--- config.mk ---
export PLATFORM = sky130hd
export DESIGN_NAME = mul_seq_32_flat
export DESIGN_NICKNAME = d
export VERILOG_FILES = /design/src/rtl/mul_seq_32_if.sv /design/src/rtl/mul_seq_32.sv /design/src/flat_wrapper.sv
export SDC_FILE = /design/constraint.sdc
export NUM_CORES = 1
export LEC_CHECK = 0
export ABC_AREA = 0
export ABC_CLOCK_PERIOD_IN_PS = 4500
export BUFFER_PORTS_ARGS = -buffer_cell sky130_fd_sc_hd__buf_2
export CAP_MARGIN = 20
export CORE_MARGIN = 2
export CORE_UTILIZATION = 61
export CTS_CLUSTER_DIAMETER = 40
export DETAILED_ROUTE_END_ITERATION = 7
export PLACE_DENSITY_LB_ADDON = 0.08
export SYNTH_ARGS = -nofsm -noshare
export SYNTH_HDL_FRONTEND = slang
export SYNTH_SLANG_ARGS = --single-unit
--- constraint.sdc ---
create_clock -name clk -period 4.5 [get_ports clk]
set_input_delay 0.45 -clock clk [delete_from_list [all_inputs] [get_ports clk]]
set_output_delay 0.45 -clock clk [all_outputs]
set_load 0.01 [all_outputs]
--- src/rtl/mul_seq_32_if.sv ---
// mul_seq_32_if -- request/response bundle for the sequential multiplier.
//   start  : request, sampled only while the multiplier is idle
//   op     : 00 MUL, 01 MULH, 10 MULHSU, 11 MULHU
//   rs1    : operand A (multiplier)
//   rs2    : operand B (multiplicand)
//   busy   : operation in flight
//   done   : one-cycle pulse, result valid
//   result : selected product word, held until the next accepted start
// The master modport is the requester (execute stage); slave is the multiplier.
interface mul_seq_32_if #(
  parameter int N = 32
);
  logic         start;
  logic [1:0]   op;
  logic [N-1:0] rs1;
  logic [N-1:0] rs2;
  logic         busy;
  logic         done;
  logic [N-1:0] result;

  modport master (
    output start, op, rs1, rs2,
    input  busy, done, result
  );

  modport slave (
    input  start, op, rs1, rs2,
    output busy, done, result
  );
endinterface

--- src/rtl/mul_seq_32.sv ---
// mul_seq_32 -- iterative radix-2 shift-and-add multiplier for RV32M
// MUL/MULH/MULHSU/MULHU.
//   clk : clock, all state updates on the rising edge
//   rst : synchronous active-high reset; abandons any operation in flight
//   mul : slave side of mul_seq_32_if (start/op/rs1/rs2 in,
//         busy/done/result out)
// Signed operands are converted to magnitudes, multiplied unsigned over N
// shift-add iterations, then the 2N-bit product is negated if the signs
// differed. Sequence per operation: accept, N x RUN, FIX, DONE; the result
// and done pulse are registered on the edge leaving DONE.
module mul_seq_32 #(
  parameter int N     = 32,
  parameter int CNT_W = 6
) (
  input  logic          clk,
  input  logic          rst,
  mul_seq_32_if.slave   mul
);

  typedef enum logic [1:0] {
    S_IDLE = 2'd0,
    S_RUN  = 2'd1,
    S_FIX  = 2'd2,
    S_DONE = 2'd3
  } state_t;

  localparam logic [N-1:0]     ONE_N    = {{(N-1){1'b0}}, 1'b1};
  localparam logic [2*N-1:0]   ONE_2N   = {{(2*N-1){1'b0}}, 1'b1};
  localparam logic [CNT_W-1:0] CNT_ONE  = {{(CNT_W-1){1'b0}}, 1'b1};
  localparam logic [CNT_W-1:0] CNT_LAST = CNT_W'(N - 1);

  state_t           state_q;
  logic [1:0]       op_q;
  logic [N-1:0]     mcand_q;
  logic [N-1:0]     mplier_q;
  logic [N-1:0]     acc_q;
  logic             neg_q;
  logic [CNT_W-1:0] cnt_q;
  logic             busy_q;
  logic             done_q;
  logic [N-1:0]     result_q;

  logic             sign_a_d;
  logic             sign_b_d;
  logic [N-1:0]     mplier_d;
  logic [N-1:0]     mcand_d;
  logic [N-1:0]     addend_d;
  logic [N:0]       sum_d;
  logic [2*N-1:0]   prod_neg_d;

  always_comb begin
    sign_a_d   = 1'b0;
    sign_b_d   = 1'b0;
    mplier_d   = mul.rs1;
    mcand_d    = mul.rs2;
    addend_d   = '0;
    sum_d      = '0;
    prod_neg_d = '0;

    // rs1 is signed for MULH and MULHSU, rs2 only for MULH. MUL and MULHU
    // run unsigned: the low word does not depend on signedness.
    sign_a_d = ((mul.op == 2'b01) || (mul.op == 2'b10)) && mul.rs1[N-1];
    sign_b_d = (mul.op == 2'b01) && mul.rs2[N-1];
    // Most-negative value maps onto itself, which is the correct unsigned
    // magnitude 2^(N-1).
    if (sign_a_d) mplier_d = ~mul.rs1 + ONE_N;
    if (sign_b_d) mcand_d  = ~mul.rs2 + ONE_N;

    // N-bit adder; the carry-out is kept as bit N and shifted into the
    // top of the accumulator, so acc never needs a physical 33rd bit.
    addend_d = mplier_q[0] ? mcand_q : '0;
    sum_d    = {1'b0, acc_q} + {1'b0, addend_d};

    prod_neg_d = ~{acc_q, mplier_q} + ONE_2N;
  end

  always_ff @(posedge clk) begin
    if (rst) begin
      state_q  <= S_IDLE;
      op_q     <= 2'b00;
      mcand_q  <= '0;
      mplier_q <= '0;
      acc_q    <= '0;
      neg_q    <= 1'b0;
      cnt_q    <= '0;
      busy_q   <= 1'b0;
      done_q   <= 1'b0;
      result_q <= '0;
    end else begin
      case (state_q)
        S_IDLE: begin
          done_q <= 1'b0;
          if (mul.start) begin
            op_q     <= mul.op;
            mcand_q  <= mcand_d;
            mplier_q <= mplier_d;
            neg_q    <= sign_a_d ^ sign_b_d;
            acc_q    <= '0;
            cnt_q    <= '0;
            busy_q   <= 1'b1;
            state_q  <= S_RUN;
          end
        end
        S_RUN: begin
          // {acc, mplier} <= {carry, sum, mplier} >> 1
          acc_q    <= sum_d[N:1];
          mplier_q <= {sum_d[0], mplier_q[N-1:1]};
          cnt_q    <= cnt_q + CNT_ONE;
          if (cnt_q == CNT_LAST) state_q <= S_FIX;
        end
        S_FIX: begin
          if (neg_q) {acc_q, mplier_q} <= prod_neg_d;
          state_q <= S_DONE;
        end
        S_DONE: begin
          result_q <= (op_q == 2'b00) ? mplier_q : acc_q;
          done_q   <= 1'b1;
          busy_q   <= 1'b0;
          state_q  <= S_IDLE;
        end
        default: state_q <= S_IDLE;
      endcase
    end
  end

  assign mul.busy   = busy_q;
  assign mul.done   = done_q;
  assign mul.result = result_q;

endmodule

--- src/flat_wrapper.sv ---
// flat-port wrapper written by rule: the top's interface ports become plain ports
module mul_seq_32_flat 
#(
  parameter int N     = 32,
  parameter int CNT_W = 6
)
  (clk, rst, mul_start, mul_op, mul_rs1, mul_rs2, mul_busy, mul_done, mul_result);
  mul_seq_32_if #(.N(N)) mul_i ();
  input  logic clk;
  input  logic rst;
  input wire logic [$bits(mul_i.start)-1:0] mul_start;
  input wire logic [$bits(mul_i.op)-1:0] mul_op;
  input wire logic [$bits(mul_i.rs1)-1:0] mul_rs1;
  input wire logic [$bits(mul_i.rs2)-1:0] mul_rs2;
  output wire logic [$bits(mul_i.busy)-1:0] mul_busy;
  output wire logic [$bits(mul_i.done)-1:0] mul_done;
  output wire logic [$bits(mul_i.result)-1:0] mul_result;
  assign mul_i.start = mul_start;
  assign mul_i.op = mul_op;
  assign mul_i.rs1 = mul_rs1;
  assign mul_i.rs2 = mul_rs2;
  assign mul_busy = mul_i.busy;
  assign mul_done = mul_i.done;
  assign mul_result = mul_i.result;
  mul_seq_32 #(.N(N), .CNT_W(CNT_W)) u_core (.clk(clk), .rst(rst), .mul(mul_i));
endmodule
==> impl.org <==
** Layout
- After routing the design area is approximately 0.012 mm^2.
- The repair_antennas step left the layout with diodes totalling 0.
- Relative to the synthesized area, the layout overhead comes to 10.60%.
- Across the whole layout, storage elements account for 0.002823 mm^2.
- Multi-input gate area :: 0.007154 mm^2
- Share of final-layout standard cells stronger than drive strength 1 :: 12.18%
- Final Non-Filler Cells :: 1682
- Final nets :: between 1500 and 2000
- Number of filler instances in the final layout :: 1470

** Synth
- Summing the areas of all and, or, nand and nor instances in the mapped netlist gives 25.67% of the synthesized area.
- After synthesis, the share of cell area in mux cells is 0.5832%.
- Most common flop cell mapped by yosys :: sky130_fd_sc_hd__dfxtp_1
- Cell count after synthesis :: 1417
- Number of synthesized flops with an enable pin :: 0
- Fraction of the mapped netlist area in compound gates :: roughly 28%
- FFs w/ async S/R, synth :: 0%
- Leading post-synthesis cells by instance count :: 164 x sky130_fd_sc_hd__nor2_1, 141 x sky130_fd_sc_hd__dfxtp_1, 130 x sky130_fd_sc_hd__nand2_1
- Dominant cells by area after synthesis :: sky130_fd_sc_hd__dfxtp_1 27%, sky130_fd_sc_hd__nor2_1 5.9%, sky130_fd_sc_hd__o21ai_0 5.9%
- Area share of fa/ha/maj cells after synthesis :: around 5.1%
- Post-synthesis share of cell area spent on xor and xnor gates :: 8.581%
- Summing the sequential cell areas from Yosys gives 26.85% of the chip area.
- Post-Synthesis Cell Area :: 0.01051 mm^2
- The number of nets in the synthesized netlist is 1528.
- Yosys instantiated no cell more often than sky130_fd_sc_hd__nor2_1.
- Largest family of logic cells by synthesized area :: compound AO/OA/AOI/OAI gates
- Number of warnings printed during yosys synthesis :: 0
- Summed over all instances, the cell type with the most area after synthesis is sky130_fd_sc_hd__dfxtp_1.
- Number of distinct library cells after synthesis :: 75
- Avg Cell Area, Syn :: approximately 7.4 um^2
- Synthesis-stage register bit count :: 141
- In this run the biggest area consumer among cell types represents 26.85% of the synthesized area.

** Run status
- The run finished with clean final reports.

** Die
- In this run the horizontal extent of the chip is between 100 and 150 um.
- I/O pin count :: 103
- The floorplan step set the die height to 135.3 um.
- Core Region :: ~0.017 mm^2
- Die area :: 0.01830 mm^2
- Initial standard-cell utilization of the core :: 62.95%
- The floorplan has 47 rows.

** Global route
- Antenna violations before repair :: 0
- Total global routing overflow :: 0
- First-pass GRT wire length :: 51290 um
- Vias in the first global route :: approximately 10000
- Pin count of the biggest net entering global routing :: 68
- Across every metal layer, demand over resource in global routing totals 34.88%.

** Clocking
- Insertion delay of the later-clocked pin in the worst-skew pair :: 430 ps
- Clock Root Buffer :: sky130_fd_sc_hd__clkbuf_16
- After clock tree synthesis, the clock-pin slew on the worst setup and hold paths is 70 ps.
- The number of clock buffers added by TritonCTS is 17.
- Post-CTS Setup Repair Bufs :: 0
- # H-tree levels :: 4
- Post-CTS repair changed the size of 0 cells.
- For this design, the sink count on the clock tree is 141.
- TritonCTS clock tree :: yes
- In this run the deepest clock path goes through 2 buffers.
- The number of hold buffers added after CTS was 0.

** Worst setup path
- The number of cells on the worst reg-to-reg path is 11.
- Data on the critical path arrives at its endpoint at 4170 ps.
- The critical path in this run is classified as reg -> reg.
- STA puts the critical path data required time at 4800 ps.
- Of all nets on the critical path, the largest fanout is 31.
- Startpoint class of the critical path :: flip-flop
- The worst setup path is captured at a flip-flop.
- In this run the register-to-register setup slack is about 630 ps.

** Placement
- At the end of routability-driven placement, the weighted congestion stood at ~0.95.
- In this run the cell area measured after placement is 0.01102 mm^2.
- At the placement stage, the worst setup path has a slack of 792.9 ps.
- After detailed placement, the design holds a cell count of 1649.
- Summed over all nets, the half-perimeter wirelength after detailed placement is 23000 um.
- Buffers placed on the I/O ports in this run total 102.

** Route
- The first detailed-routing pass ran for 5 iterations.
- For this run, design rule violations remaining after detail routing come to 0.
- Post-detailed-routing wire length :: 32020 um
- The detailed router finished its first iteration with around 1100 violations.
- Max layer used :: met4
- The detailed router put a total of around 14000 um of wire on met1.
- Total via count after detailed routing :: 11070
- Average detailed-routed wire length per instance :: 19.04 um
- Met3 WL :: 2578 um
- The detail route stage leaves a number of antenna-violating nets equal to 0.
- Total met2 wirelength after detailed routing :: between 10000 and 15000 um
- In the routed layout, each cell is associated on average with a via count of approximately 6.6.

** STA
- Pin slew with the least headroom to its limit :: between 800 and 900 ps
- Worst slew margin :: between 40% and 50%
- Crit path time final :: a little under 4000 ps
- Final clock period utilization by the worst path :: 86.03%
- Setup repair after global routing missed its margin :: false
- Highest attainable clock frequency :: about 260 MHz
- Final worst clock skew :: 15.80 ps
- Number of failing setup endpoints in the final timing report :: 0
- Least setup slack across all paths after layout :: 628.5 ps
- Number of pins with negative max-slew slack in the final report :: 0
- Final hold violation count :: 0
- In the final timing run, aggregate negative setup slack is 0 ps.

** Power and ir drop
- The analysis attributes to cell leakage a power of 4.450 nW.
- In this run the power density over the cells is 553.4 mW/mm^2.
- VDD sags by at most 667.6 uV.

** Job
- Max-cap violations :: 0

** Hold path
- Hold Crit Class :: in -> reg
- Instance count along the most critical hold path :: 3
-- registers in the layout, summed over array words and instances (netlist names) --
register	count
u_core.neg_q	1
u_core.mcand_q	32
u_core.cnt_q	6
u_core.mplier_q	32
u_core.acc_q	32
u_core.mul.done	1
u_core.op_q	2
u_core.mul.busy	1
u_core.mul.result	32
u_core.state_q	2
-- report_power, final --
group,internal (mW),leakage [nW],switching [mW]
Combinational,1.12,3.01,2.01
Sequential,1.53,1.15,0.338
Clock,0.851,0.291,0.588
-- cells in the final DEF, fill, tap and decap left out, types with 32 or more instances in the layout --
| cell type | count |
|---|---|
| sky130_fd_sc_hd__and2_1 | 38 |
| sky130_fd_sc_hd__nand2_1 | 130 |
| sky130_fd_sc_hd__nor2_1 | 163 |
| sky130_fd_sc_hd__o21ai_0 | 123 |
| sky130_fd_sc_hd__nor3_1 | 51 |
| sky130_fd_sc_hd__a311oi_1 | 41 |
| sky130_fd_sc_hd__buf_2 | 101 |
| sky130_fd_sc_hd__ha_1 | 40 |
| sky130_fd_sc_hd__xor2_1 | 44 |
| sky130_fd_sc_hd__a21oi_1 | 82 |
| sky130_fd_sc_hd__inv_1 | 33 |
| sky130_fd_sc_hd__a211oi_1 | 32 |
| sky130_fd_sc_hd__dfxtp_1 | 141 |
| sky130_fd_sc_hd__xnor2_1 | 59 |
-- path summary, 6_finish.rpt --
| kind | start | to |
|---|---|---|
| setup / recovery | u_core.mplier_q[0]$_SDFFE_PP0P_ | u_core.acc_q[29]$_SDFFE_PP0P_ |
| hold / removal | mul_op[0] | u_core.op_q[0]$_SDFFE_PP0P_ |
| setup reg to reg | u_core.mplier_q[0]$_SDFFE_PP0P_ | u_core.acc_q[29]$_SDFFE_PP0P_ |
| hold reg to reg | u_core.mcand_q[0]$_SDFFE_PP0P_ | u_core.mcand_q[0]$_SDFFE_PP0P_ |
-- per-stage QoR --
| stage | util [%] | hold WS [ps] | power (mW) |
|---|---|---|---|
| after floorplan | - | 427.3 | 4.082 |
| after global placement | 65.96 | 441.0 | 4.864 |
| after detailed placement | 66.01 | 448.1 | 4.921 |
| after CTS | 69.55 | 269.5 | 6.362 |
| after global routing | 69.62 | 291.3 | 6.813 |
| final | 69.62 | 273.1 | 6.434 |
-- cell type report --
| class | count | share of cell area, % |
|---|---|---|
| inverter | 33 | 1.065 |
| sequential | 141 | 24.28 |
| timing repair buffer | 121 | 5.671 |
| tap | 220 | 2.367 |
| multi-input combinational | 1135 | 61.53 |
| clock inverter | 12 | 1.162 |
| clock buffer | 20 | 3.928 |
-- critical path, stage by stage, from the launching register on --
cell                        delay (ps)
sky130_fd_sc_hd__dfxtp_1           440
sky130_fd_sc_hd__buf_4             290
sky130_fd_sc_hd__and2_1            160
sky130_fd_sc_hd__ha_1              310
sky130_fd_sc_hd__a21oi_1           250
sky130_fd_sc_hd__o21ai_0           220
sky130_fd_sc_hd__a2111oi_0         670
sky130_fd_sc_hd__o21ai_0           300
sky130_fd_sc_hd__a311oi_1          650
sky130_fd_sc_hd__o31ai_1           200
sky130_fd_sc_hd__mux2i_1           170
sky130_fd_sc_hd__o21ai_1            70
-- per-layer routing --
metal  track usage, %  vias to the layer above
met5                0                        -
met4            10.24                        0
met3            4.714                       44
met2            56.15                      489
met1            48.94                     5216
li1                 -                     5321
-- kinds of logic after synthesis --
logic type                 count (synthesis)
muxes                                      6
and+or+nand+nor                          540
adders and majority gates                 42
buffers and inverters                    141
xor gates and xnor gates                 103
DFF                                      141
AOI/OAI and AO/OA                        444
Power figures use the tool's default switching activity.
